<file path="config.mk">
export PLATFORM = sky130hd
export DESIGN_NAME = mips32_debug_loader
export DESIGN_NICKNAME = d
export VERILOG_FILES = /design/src/rtl/mips32_dbg_pkg.sv /design/src/rtl/mips32_dbg_watchdog.sv /design/src/rtl/mips32_debug_loader.sv
export SDC_FILE = /design/constraint.sdc
export NUM_CORES = 1
export LEC_CHECK = 0
export CAP_MARGIN = 30
export CORE_ASPECT_RATIO = 1.75
export CORE_MARGIN = 10
export CORE_UTILIZATION = 30
export DETAILED_ROUTE_END_ITERATION = 10
export PLACE_DENSITY_LB_ADDON = 0.1
export SETUP_SLACK_MARGIN = 0.15
export SYNTH_ARGS = -nofsm -noshare
export SYNTH_HDL_FRONTEND = slang
export SYNTH_SLANG_ARGS = --single-unit
</file>
<file path="constraint.sdc">
create_clock -name clk1 -period 3.97 [get_ports clk1]
set_input_delay 0.9925 -clock clk1 [delete_from_list [all_inputs] [get_ports clk1]]
set_output_delay 0.9925 -clock clk1 [all_outputs]
set_load 0.01 [all_outputs]
</file>
<file path="src/rtl/mips32_dbg_pkg.sv">
// rtl/mips32_dbg_pkg.sv - shared encodings and state type for the MIPS32 debug loader
package mips32_dbg_pkg;

    localparam logic [1:0] CMD_WRITE = 2'b00;
    localparam logic [1:0] CMD_RUN   = 2'b01;
    localparam logic [1:0] CMD_DUMP  = 2'b10;
    localparam logic [1:0] CMD_NOP   = 2'b11;

    localparam logic [5:0] HLT_OPCODE = 6'h3f;

    typedef enum logic [2:0] {
        ST_IDLE,
        ST_WRITE,
        ST_INIT,
        ST_RUNNING,
        ST_RD_REQ,
        ST_RD_WAIT,
        ST_DUMP_OUT
    } state_t;

endpackage

</file>
<file path="src/rtl/mips32_dbg_watchdog.sv">
// rtl/mips32_dbg_watchdog.sv - run-length watchdog counter with clear/enable/expire
module mips32_dbg_watchdog #(
    parameter int WDOG_CYCLES = 1024,
    parameter int CW          = $clog2(WDOG_CYCLES + 1)
) (
    input  logic          clk1,
    input  logic          rst_n,
    input  logic          clear,
    input  logic          enable,
    output logic [CW-1:0] count,
    output logic          expire
);

    assign expire = enable && (count == CW'(WDOG_CYCLES - 1));

    // Saturates at the expiry value so a stuck enable can never wrap to zero.
    always_ff @(posedge clk1 or negedge rst_n) begin
        if (!rst_n) begin
            count <= '0;
        end else if (clear) begin
            count <= '0;
        end else if (enable && !expire) begin
            count <= count + 1'b1;
        end
    end

endmodule

</file>
<file path="src/rtl/mips32_debug_loader.sv">
// rtl/mips32_debug_loader.sv - host loader, run control and register dump engine for the MIPS32 core
module mips32_debug_loader
    import mips32_dbg_pkg::*;
#(
    parameter int ADDR_W      = 10,
    parameter int REG_AW      = 5,
    parameter int NUM_DUMP    = 6,
    parameter int WDOG_CYCLES = 1024
) (
    input  logic              clk1,
    input  logic              rst_n,
    input  logic              cmd_valid,
    output logic              cmd_ready,
    input  logic [1:0]        cmd_op,
    input  logic [ADDR_W-1:0] cmd_addr,
    input  logic [31:0]       cmd_data,
    output logic              mem_we,
    output logic [ADDR_W-1:0] mem_addr,
    output logic [31:0]       mem_wdata,
    output logic              proc_init,
    output logic              proc_en,
    input  logic              halted,
    output logic [REG_AW-1:0] reg_raddr,
    input  logic [31:0]       reg_rdata,
    output logic              dump_valid,
    input  logic              dump_ready,
    output logic [31:0]       dump_data,
    output logic [REG_AW-1:0] dump_idx,
    output logic              dump_last,
    output logic              busy,
    output logic              timeout
);

    localparam int              WCW      = $clog2(WDOG_CYCLES + 1);
    localparam logic [REG_AW-1:0] LAST_IDX = REG_AW'(NUM_DUMP - 1);

    state_t            state, state_nxt;
    logic [REG_AW-1:0] idx;
    logic [WCW-1:0]    wdog_count;
    logic              wdog_expire;
    logic              halt_seen;

    mips32_dbg_watchdog #(
        .WDOG_CYCLES (WDOG_CYCLES),
        .CW          (WCW)
    ) u_watchdog (
        .clk1   (clk1),
        .rst_n  (rst_n),
        .clear  (state == ST_INIT),
        .enable (state == ST_RUNNING),
        .count  (wdog_count),
        .expire (wdog_expire)
    );

    // A zero count marks the first RUNNING cycle, where HALTED may still be stale.
    assign halt_seen = halted && (wdog_count != '0);
    assign busy      = (state != ST_IDLE);
    assign reg_raddr = idx;

    always_ff @(posedge clk1 or negedge rst_n) begin
        if (!rst_n) state <= ST_IDLE;
        else        state <= state_nxt;
    end

    always_comb begin
        state_nxt  = state;
        cmd_ready  = 1'b0;
        mem_we     = 1'b0;
        proc_init  = 1'b0;
        proc_en    = 1'b0;
        dump_valid = 1'b0;
        case (state)
            ST_IDLE: begin
                cmd_ready = 1'b1;
                if (cmd_valid) begin
                    case (cmd_op)
                        CMD_WRITE: state_nxt = ST_WRITE;
                        CMD_RUN:   state_nxt = ST_INIT;
                        CMD_DUMP:  state_nxt = ST_RD_REQ;
                        default:   state_nxt = ST_IDLE;
                    endcase
                end
            end
            ST_WRITE: begin
                mem_we    = 1'b1;
                state_nxt = ST_IDLE;
            end
            ST_INIT: begin
                proc_init = 1'b1;
                state_nxt = ST_RUNNING;
            end
            ST_RUNNING: begin
                proc_en = 1'b1;
                if (halt_seen || wdog_expire) state_nxt = ST_RD_REQ;
            end
            ST_RD_REQ:  state_nxt = ST_RD_WAIT;
            ST_RD_WAIT: state_nxt = ST_DUMP_OUT;
            ST_DUMP_OUT: begin
                dump_valid = 1'b1;
                if (dump_ready) state_nxt = dump_last ? ST_IDLE : ST_RD_REQ;
            end
            default: state_nxt = ST_IDLE;
        endcase
    end

    always_ff @(posedge clk1 or negedge rst_n) begin
        if (!rst_n) begin
            mem_addr  <= '0;
            mem_wdata <= '0;
            idx       <= '0;
            dump_data <= '0;
            dump_idx  <= '0;
            dump_last <= 1'b0;
            timeout   <= 1'b0;
        end else begin
            case (state)
                ST_IDLE: begin
                    if (cmd_valid && cmd_op == CMD_WRITE) begin
                        mem_addr  <= cmd_addr;
                        mem_wdata <= cmd_data;
                    end
                    if (cmd_valid && cmd_op == CMD_DUMP) idx <= '0;
                end
                ST_INIT: timeout <= 1'b0;
                ST_RUNNING: begin
                    // Halt takes priority over a simultaneous watchdog expiry.
                    if (halt_seen) begin
                        idx <= '0;
                    end else if (wdog_expire) begin
                        idx     <= '0;
                        timeout <= 1'b1;
                    end
                end
                ST_RD_WAIT: begin
                    dump_data <= reg_rdata;
                    dump_idx  <= idx;
                    dump_last <= (idx == LAST_IDX);
                end
                ST_DUMP_OUT: begin
                    if (dump_ready && !dump_last) idx <= idx + 1'b1;
                end
                default: ;
            endcase
        end
    end

endmodule

</file>
# ---- After elaboration in Yosys (flattened, before gate mapping)
# Index checks and enable logic that the tools add are counted.
# Widths: inputs -> output; s select.
dict set report word_totals {
  reg_bits 100
  in_bits 81
  out_inout_bits 92
}
dict set report classes {
  addsub 2
  n_eq_ne 18
  mux 21
  reduce_logical 20
}
# operator count
set op_table {}
lappend op_table {{$mux 11} 2}
lappend op_table {{$mux 5} 4}
lappend op_table {{$pmux 3 s6} 1}
lappend op_table {{$pmux 5 s3} 1}
lappend op_table {{$ne 2x2->1 const B} 7}
lappend op_table {{$mux 3} 4}
lappend op_table {{$add 11x1->11 const B} 1}
lappend op_table {{$eq 11x10->1 const B} 1}
lappend op_table {{$reduce_bool 11->1} 1}
lappend op_table {{$eq 3x3->1 const B} 3}
lappend op_table {{$pmux 3 s3} 1}
lappend op_table {{$mux 1} 7}
lappend op_table {{$eq 3x2->1 const B} 2}
lappend op_table {{$logic_and 1x1->1} 6}
lappend op_table {{$reduce_and 3->1} 2}
lappend op_table {{$reduce_bool 3->1} 2}
lappend op_table {{$add 5x1->5 const B} 1}
lappend op_table {{$eq 5x3->1 const B} 1}
lappend op_table {{$reduce_and 4->1} 1}
lappend op_table {{$reduce_bool 2->1} 2}
lappend op_table {{$eq 3x1->1 const B} 1}
lappend op_table {{$logic_not 3->1} 1}
lappend op_table {{$ne 3x3->1 const B} 1}
lappend op_table {{$eq 2x1->1 const B} 1}
lappend op_table {{other kinds (6)} 7}

# ---- Depth between registers and ports, before layout
dict set report logic_depth {
  ltp_word 6
  depth_mapped 6
}

# ---- Modules after synthesis
# A second synthesis with hierarchy kept.
dict set report unflattened {
  hier_cells 314
  hier_area_um2 4305.4
}
# mod instances cells_each area_per_inst_um2 seq_area_each_um2
set by_module_without_submodules {}
lappend by_module_without_submodules {mips32_debug_loader 1 241 3567.2 2227.1}
lappend by_module_without_submodules {mips32_dbg_watchdog 1 73 738.2 275.3}

# ---- Worst setup path after synthesis
# OpenSTA, ideal clock, no wires.
dict set report synth_path {
  path_type {register to output}
  from {register state[1]}
  to {output proc_init}
  arrival_time_ns 1.298
  path_slack_ns 1.679
  stages_incl_launch_ff 6
  path_buffers 2
  cell_sequence {dfrtp_1 buf_2 inv_2 or3_1 clkinv_1 clkbuf_1}
}
dict set report synth_between {
  elab_chain_len 2
}
# element line
set synth_lines {}
lappend synth_lines {{start: declaration} mips32_debug_loader.sv:37} ;# state_t state, state_nxt;
lappend synth_lines {{start signal: assignment} mips32_debug_loader.sv:62} ;# else state <= state_nxt;
lappend synth_lines {{$eq 3x2->1} mips32_debug_loader.sv:72} ;# case (state)
lappend synth_lines {{$mux 1} mips32_debug_loader.sv:72}
lappend synth_lines {{end: declaration} mips32_debug_loader.sv:20} ;# output logic proc_init,
# Every way passes these cells.

# ---- Worst setup path after layout
# Ends and elaborated chain as after synthesis.

==> results.json <==
{
  "drtIter0Drc": 94,
  "worst_r2r_endpoint": "mem_addr[4]",
  "ir_drop_uv": 230,
  "clock_skew_ns": 0.00849,
  "synth_edf_count": 0,
  "post-route-period-util_pct": 80.9,
  "path_cells": "inv_2 -> or3_1 -> clkinv_1 -> clkdlybuf4s50_1",
  "synth.distinct_cells": 50,
  "initial_core_util_pct": 30.5,
  "register_area_sq_um": 2500,
  "grt_max_degree": 61,
  "reg2reg_depth": 5,
  "synth_area_leader_cell": "dfrtp_1",
  "num-fill-cells": 1289,
  "floorplan.die.width_microns": 110,
  "routed_via_density": 4.63,
  "crit_fanout": 11,
  "layout_commonest_cell": "clkdlybuf4s50_1",
  "slew_headroom_pct": 62.6,
  "wl_per_cell_microns": 18.3,
  "crit_path_end": "proc_init",
  "path_delay_family": "buffers and inverters",
  "portBuffers": 172,
  "max_freq_mhz": 311,
  "htreeDepth": 3,
  "clk-insertion-delay-late_ns": 0.34,
  "ant_nets": 0,
  "timing.reg2reg.setup_slack_ns": 1.77,
  "critPathLaunch": "state[1]",
  "worst_pin_slew_ns": 0.552,
  "setup_viol": 0,
  "hold_violations": 0,
  "hpwlAfterDp_microns": 9600,
  "cts_setup_buffers": 0,
  "hold_class": "flip-flop to flip-flop",
  "finalPower_mw": 4.53,
  "gp_congestion": 0.828,
  "grt_pass1_vias": 3363,
  "syn_inst": 309,
  "die_h_microns": 177,
  "dieArea_sq_um": 19400,
  "overflow": 0,
  "slew_violations": 0,
  "async_reset_ff_share_pct": 100,
  "clkSinkCount": 100,
  "finalNetCount": 568,
  "required_ns": 2.98,
  "multiInputGateArea_sq_um": 1590,
  "path_buf_inv": 3,
  "status": "completed",
  "synthTopCellsByArea": "dfrtp_1, mux2_1, nand2_1",
  "drc": 0,
  "path_depth": 4,
  "num_vias": 3075,
  "io_pins": 173,
  "period_needed_ns": 3.21,
  "syn_to_final_growth_pct": 52.4,
  "cts_buffer_depth": 2,
  "powerDensity_nw_per_um2": 704,
  "crit_path_top_delay_cell": "clkdlybuf4s50_1",
  "critPathCaptureType": "output pin",
  "synthFlopType": "dfrtp_1",
  "synth_top_area_share_pct": 59.2,
  "grt_pass1_wl_microns": 19100,
  "startpoint_type": "flip-flop",
  "syn_area_per_cell_sq_um": 13.7,
  "ys_ff_latch": 100,
  "synth_seq_area_share_pct": 59.2,
  "cts-buffers-inserted": 9,
  "ys_warn_count": 0,
  "layout_common_cells": "clkdlybuf4s50_1, dfrtp_1, mux2_1, nand2_1",
  "cts_resized": 0,
  "power.leakage_nw": 2.74,
  "drive_gt1_share_pct": 6.16,
  "setup_tns_ns": 0,
  "r2r-start": "state[1]",
  "dpl_cell_area_sq_um": 6150,
  "maxCapViolCount": 0,
  "antenna_found_initial": 0,
  "wl_microns": 12100,
  "grtUsageTotal_pct": 12.7,
  "rsz0062_at_grt": "no",
  "rows": 57,
  "fp.coreArea_sq_um": 13800,
  "tritoncts": "done",
  "clk_pin_slew_ns": 0.07,
  "diodes": 0,
  "criticalPathCategory": "flip-flop to output pin",
  "worstPathArrival_ns": 2.22,
  "cts_root_buffer": "clkbuf_16",
  "dr.pass1.iters": 4,
  "synthesis.nets": 394,
  "ctsHoldBuffers": 0,
  "finalInstanceArea_sq_um": 6440,
  "cp_slowest_stage_delay_ns": 0.60,
  "syn_area_sq_um": 4220
}
## cells in the mapped netlist (5+ instances only)
| master | instances |
|---|---|
| or3_1 | 5 |
| a21oi_1 | 7 |
| nand2_1 | 15 |
| inv_1 | 10 |
| nor2_1 | 10 |
| o31ai_1 | 5 |
| dfrtp_1 | 100 |
| mux2_1 | 77 |
| o211ai_1 | 6 |
| nand3_1 | 5 |
| buf_2 | 5 |
| o21ai_1 | 6 |
## worst min path at each step
| stage | endpoint | start | depth (start not counted) | slack, ns |
|---|---|---|---|---|
| 2_1_floorplan | u_watchdog.count[4] | u_watchdog.count[4] | 1 | 0.51 |
| 3_3_place_gp | dump_idx[4] | dump_idx[4] | 2 | 0.47 |
| 3_5_place_dp | dump_idx[3] | dump_idx[3] | 2 | 0.48 |
| 4_1_cts | dump_idx[3] | dump_idx[3] | 2 | 0.49 |
| 5_1_grt | mem_wdata[21] | mem_wdata[21] | 1 | 0.50 |
| 6_report | dump_idx[3] | dump_idx[3] | 2 | 0.49 |
## where the power goes
part           internal [mW]  switching (mW)  total (mW)
combinational           1.14           0.791        1.93
clock                  0.491           0.386       0.876
sequential              1.45           0.271        1.72
## worst reg2reg max path, stage by stage, from the launching register on
cell and delay (ns):
dfrtp_1 0.57, or3_4 0.21, clkinv_2 0.12, nand2_2 0.33
buf_4 0.47, mux2_1 0.39
## routing by layer
metal  track usage (%)  part of all wire (%)
met5                 0                     0
met1              12.7                    36
met3              3.21                   5.3
met2              24.4                    57
met4              4.19                   1.7
## through the flow
step	hold slack [ns]	instances	setup WS, ns	utilization (%)
2_1_floorplan	0.511	309	1.68	-
3_3_place_gp	0.469	648	0.876	44.2
3_5_place_dp	0.477	649	0.812	44.4
4_1_cts	0.491	664	0.737	46.5
5_1_grt	0.504	664	0.628	46.5
6_report	0.486	664	0.758	46.5
## logic make-up after synthesis
| family | after synthesis | share of synthesized area [%] |
|---|---|---|
| flip-flops | 100 | 59.2 |
| multiplexers | 78 | 20.8 |
| AND/OR/NAND/NOR | 60 | 8.50 |
| AO/OA/AOI/OAI | 36 | 6.37 |
| buffers and inverters | 27 | 3.11 |
| XOR/XNOR | 4 | 0.830 |
| adder cells (fa/ha/maj) | 4 | 1.18 |
## area by class of cell
cell class / instances / area share, %
Inverter: 15 / 0.894
Clock buffer: 10 / 3.56
Multi-Input combinational cell: 182 / 24.7
Clock inverter: 5 / 0.952
Tap cell: 177 / 3.44
Timing Repair Buffer: 175 / 27.6
Sequential cell: 100 / 38.9
## flip-flops by register name, summed over array words and instances, names as in the netlist
signal / cells
mem_wdata: 32
timeout: 1
reg_raddr: 5
u_watchdog.count: 11
dump_idx: 5
mem_addr: 10
dump_last: 1
state: 3
dump_data: 32
Note: power is estimated with default switching activity, not from simulation.
==> edit 1 (same settings) <==
Reset style: synchronous (`rst_n`), changed in 3 clocked blocks.
--- a/src/rtl/mips32_dbg_watchdog.sv
+++ b/src/rtl/mips32_dbg_watchdog.sv
@@ -14,7 +14,7 @@
     assign expire = enable && (count == CW'(WDOG_CYCLES - 1));
 
     // Saturates at the expiry value so a stuck enable can never wrap to zero.
-    always_ff @(posedge clk1 or negedge rst_n) begin
+    always_ff @(posedge clk1) begin
         if (!rst_n) begin
             count <= '0;
         end else if (clear) begin
--- a/src/rtl/mips32_debug_loader.sv
+++ b/src/rtl/mips32_debug_loader.sv
@@ -57,7 +57,7 @@
     assign busy      = (state != ST_IDLE);
     assign reg_raddr = idx;
 
-    always_ff @(posedge clk1 or negedge rst_n) begin
+    always_ff @(posedge clk1) begin
         if (!rst_n) state <= ST_IDLE;
         else        state <= state_nxt;
     end
@@ -103,7 +103,7 @@
         endcase
     end
 
-    always_ff @(posedge clk1 or negedge rst_n) begin
+    always_ff @(posedge clk1) begin
         if (!rst_n) begin
             mem_addr  <= '0;
             mem_wdata <= '0;
Behaviour: differs if rst_n is asserted again (counterexample within 4 cycles, from zero or initial values and one cycle with rst_n low); with rst_n held inactive, the same outputs for 10 cycles.
==> edit 1 against the unedited design <==
  * Cell area decreased by 5.1%
  * Sequential cell count unchanged
  * Area after synthesis decreased by 5.6%
  * Die area decreased by 4.8%
  * Count of clock-buffer cells in the layout decreased by 1
  * Hold slack got worse by 0.031 ns
  * Utilization increased by 0.44 points
  * First-iteration DRC count increased by 4.3%
  * Wire length increased by 7.8%
  * Setup slack improved by 0.24 ns
  * Highest routed layer unchanged
Power is not compared: it rests on default switching activity, and its combinational part moved more than twofold at a synthesized area within 25%.
==> edit 1: results (changes against the unedited design) <==
| Metric | Value |
|---|---|
| Initial DRC count | `98 (+4.3%)` |
| DR vias | `3892 (+27%)` |
| Worst Tran Pin Value | `0.873 ns (+0.321 ns)` |
| CP endpoint | `proc_en` |
| Yosys top cell area share | `0.502 (-0.0902)` |
| Gr usage total | `0.137 (+0.00986)` |
| Adder-cell area share of the yosys netlist | `0.0126 (+0.000707)` |
| WL final | `13.1 mm (+7.8%)` |
| Share of flip-flops with an asynchronous set or reset | `0 (-1.00)` |
| Post-synthesis compound-gate area fraction | `0.174 (+0.111)` |
| Reg-to-reg endpoint | `dump_data[2]` |
| DP Worst Slack | `1.23 ns (+0.419 ns)` |
| Worst reg2reg path startpoint | `state[2]` |
| Share of cells above drive strength 1 | `0.0502 (-0.0114)` |
| Worst Skew | `0.0117 ns (+0.00323 ns)` |
| DP Wirelength | `9.81 mm (+2.2%)` |
| Fin crit share | `0.748 (-0.0610)` |
| Status | `finished clean` |
| Multiplexer share of the synthesized area | `0.00251 (-0.205)` |
| Sequential area share after synthesis | `0.502 (-0.0902)` |
| First-pass GRT wire length | `20.2 mm (+6.0%)` |
| Worst setup startpoint | `state[1]` |
| Prevailing post-synth register cell | `dfxtp_1` |
| Post-synth top cells | `nand2_1, dfxtp_1, a21oi_1` |
| Gpl congestion | `0.769 (-7.1%)` |
| # nets final | `738 (+30%)` |
| Number of global-route vias before repair | `3823 (+14%)` |
| Synth top area cells | `dfxtp_1, nand2_1, a21oi_1` |
| Critical Path Fanout Max | `15 (+4)` |
edit 1: cells by family after synthesis:
logic type	count (synthesis)
fa+ha+maj	4
buf+inv	42
compound gates	124
simple gates	223
flops	100
mux	1
edit 1: metrics by stage:
stage	std cells	instance area, um^2	util
floorplan	494	3990	-
global placement	813	5820	0.447
detailed placement	813	5820	0.447
CTS	828	6110	0.470
global route	828	6110	0.470
finish	828	6110	0.470
edit 1: power breakdown:
group          internal (mW)  switching [mW]
clock network          0.485           0.388
logic                  0.296           0.278
registers               1.06          0.0661
edit 1: routing by layer:
metal / vias up / GRT usage / part of all wire / wire, um
li1: 1972 / - / - / -
met1: 1773 / 0.145 / 0.38 / 5040
met2: 132 / 0.242 / 0.51 / 6670
met3: 15 / 0.0529 / 0.092 / 1210
met4: 0 / 0.0461 / 0.014 / 178
met5: - / 0 / 0 / 0
edit 1: how the worst min path moves through the flow:
stage,startpoint,to,slack [ns],cells past startpoint
floorplan,u_watchdog.count[10],u_watchdog.count[10],0.46,1
global placement,mem_wdata[22],mem_wdata[22],0.44,2
detailed placement,dump_data[20],dump_data[20],0.45,2
CTS,dump_data[20],dump_data[20],0.46,2
global route,mem_wdata[12],mem_wdata[12],0.47,2
finish,mem_wdata[14],mem_wdata[14],0.46,2
edit 1: critical path, cell delays in order, from the launching register on:
cell             delay, ns
dfxtp_1               0.61
nand3_2               0.30
clkinv_4              0.16
clkdlybuf4s50_1       0.55
edit 1: cell type report:
cell class	instances	area, um^2
Clock buffer	9	225
Clock inverter	6	66.3
Fill cell	1286	6900
Inverter	13	53.8
Multi-Input combinational cell	352	1780
Sequential cell	100	2000
Tap cell	171	214
Timing Repair Buffer	177	1770
==> edit 2 (same settings) <==
Without the edit above. `NUM_DUMP`: 6 -> 3.
--- a/src/rtl/mips32_debug_loader.sv
+++ b/src/rtl/mips32_debug_loader.sv
@@ -4,7 +4,7 @@
 #(
     parameter int ADDR_W      = 10,
     parameter int REG_AW      = 5,
-    parameter int NUM_DUMP    = 6,
+    parameter int NUM_DUMP    = 3,
     parameter int WDOG_CYCLES = 1024
 ) (
     input  logic              clk1,
Formal check against the unedited RTL: not equivalent (Yosys sat finds a counterexample within 10 cycles, from zero or initial values and one cycle with rst_n low).
==> edit 2 against the unedited design <==
  * Cell area decreased by 0.41%
  * Register-to-register slack got worse by 0.02 ns
  * Critical path depth unchanged
  * Clock skew increased by 0.00060 ns
  * Wire length increased by 3.8%
  * Setup slack improved by 0.078 ns
  * Area after synthesis decreased by 0.74%
  * Sequential cell count unchanged
  * Total power increased by 2.7%
  * Global-route usage increased by 0.21 points
  * Clock power decreased by 3.5%
  * Cell count increased by 0.15%
  * Count of clock-buffer cells in the layout unchanged
  * Sequential power about the same
  * Critical path type unchanged
  * Critical endpoint unchanged
  * Largest cell class unchanged
==> edit 2: results (changes against the unedited design) <==
| Metric | Value |
|---|---|
| Status | `finished clean` |
| Sequential area share after synthesis | `0.597 (+0.00442)` |
| Post-synthesis compound-gate area fraction | `0.0624 (-0.00132)` |
| Worst Skew | `0.00909 ns (+0.000599 ns)` |
| Share of cells above drive strength 1 | `0.209 (+0.147)` |
| Fill count | `1308 (+1.5%)` |
| Adder-cell area share of the yosys netlist | `0.0119 (+0.0000884)` |
| WHS | `0.489 ns (+0.00323 ns)` |
| Register share of the cell area | `0.390 (+0.00159)` |
| DP Worst Slack | `1.20 ns (+0.385 ns)` |
| #MultiIn Comb | `186 (+2.2%)` |
| Synth unique cells | `46 (-8.0%)` |
| Critical Path Fanout Max | `12 (+1)` |
| R2r setup slk | `1.75 ns (-0.02 ns)` |
| Logic inverters | `11 (-4)` |
| Biggest cell delay along the critical path | `0.58 ns (-0.02 ns)` |
| Int Power | `3.15 mW (+2.1%)` |
| Mapped Nets | `396 (+0.51%)` |
| Sw Ratio | `0.324 (+0.00388)` |
| CP arrival | `2.14 ns (-0.08 ns)` |
| Final-layout non-clock buffer area share | `0.277 (+0.00113)` |
| Xor and xnor fraction of the mapped netlist area | `0.00418 (-0.00412)` |
| FFs & Latches | `100 (unchanged)` |
| WL final | `12.6 mm (+3.8%)` |
| Mapped Avg Cell Area | `13.5 um^2 (-1.4%)` |
| Clock-cell share | `0.0445 (-0.000596)` |
| Final WS setup | `0.837 ns (+0.0785 ns)` |
| Gpl congestion | `0.810 (-2.1%)` |
| Layout Cells excl Fill | `665 (+0.15%)` |
| R2R cell count | `6 (+1)` |
| Multiplexer share of the synthesized area | `0.208 (+0.000654)` |
| Gr usage total | `0.129 (+0.00211)` |
| VDD IR max | `0.268 mV (+16%)` |
| First-pass GRT wire length | `19.2 mm (+0.36%)` |
| Pin count of the biggest net entering global routing | `58 (-4.9%)` |
| Combinational power | `2.08 mW (+8%)` |
| Post-synth top cells | `dfrtp_1, mux2_2, nand2_1` |
| Number of global-route vias before repair | `3365 (+0.059%)` |
[edit 2: changes by cell type in the layout (fill, tap and decap cells not counted), moves of 4 or more]
cell,unedited run,this run
o211ai_1,6,2
nand2_1,14,19
mux2_1,77,0
o21ai_0,2,9
o21ai_1,6,0
nor2_1,10,4
mux2_2,0,74
[edit 2: path summary, 6_finish.rpt]
| path | from | to |
|---|---|---|
| max | state[1] | proc_init |
| min in group asynchronous | rst_n | u_watchdog.count[8] |
| max reg2reg | u_watchdog.count[0] | state[0] |
| min reg2reg | dump_idx[0] | dump_idx[0] |
| max in group asynchronous | rst_n | mem_addr[0] |
| min | dump_idx[0] | dump_idx[0] |
[edit 2: layer usage]
| layer | GRT usage | up-vias | share of wire |
|---|---|---|---|
| li1 | - | 1454 | - |
| met1 | 0.126 | 1564 | 0.35 |
| met2 | 0.235 | 108 | 0.55 |
| met3 | 0.0573 | 8 | 0.092 |
| met4 | 0.0408 | 0 | 0.010 |
| met5 | 0 | - | 0 |
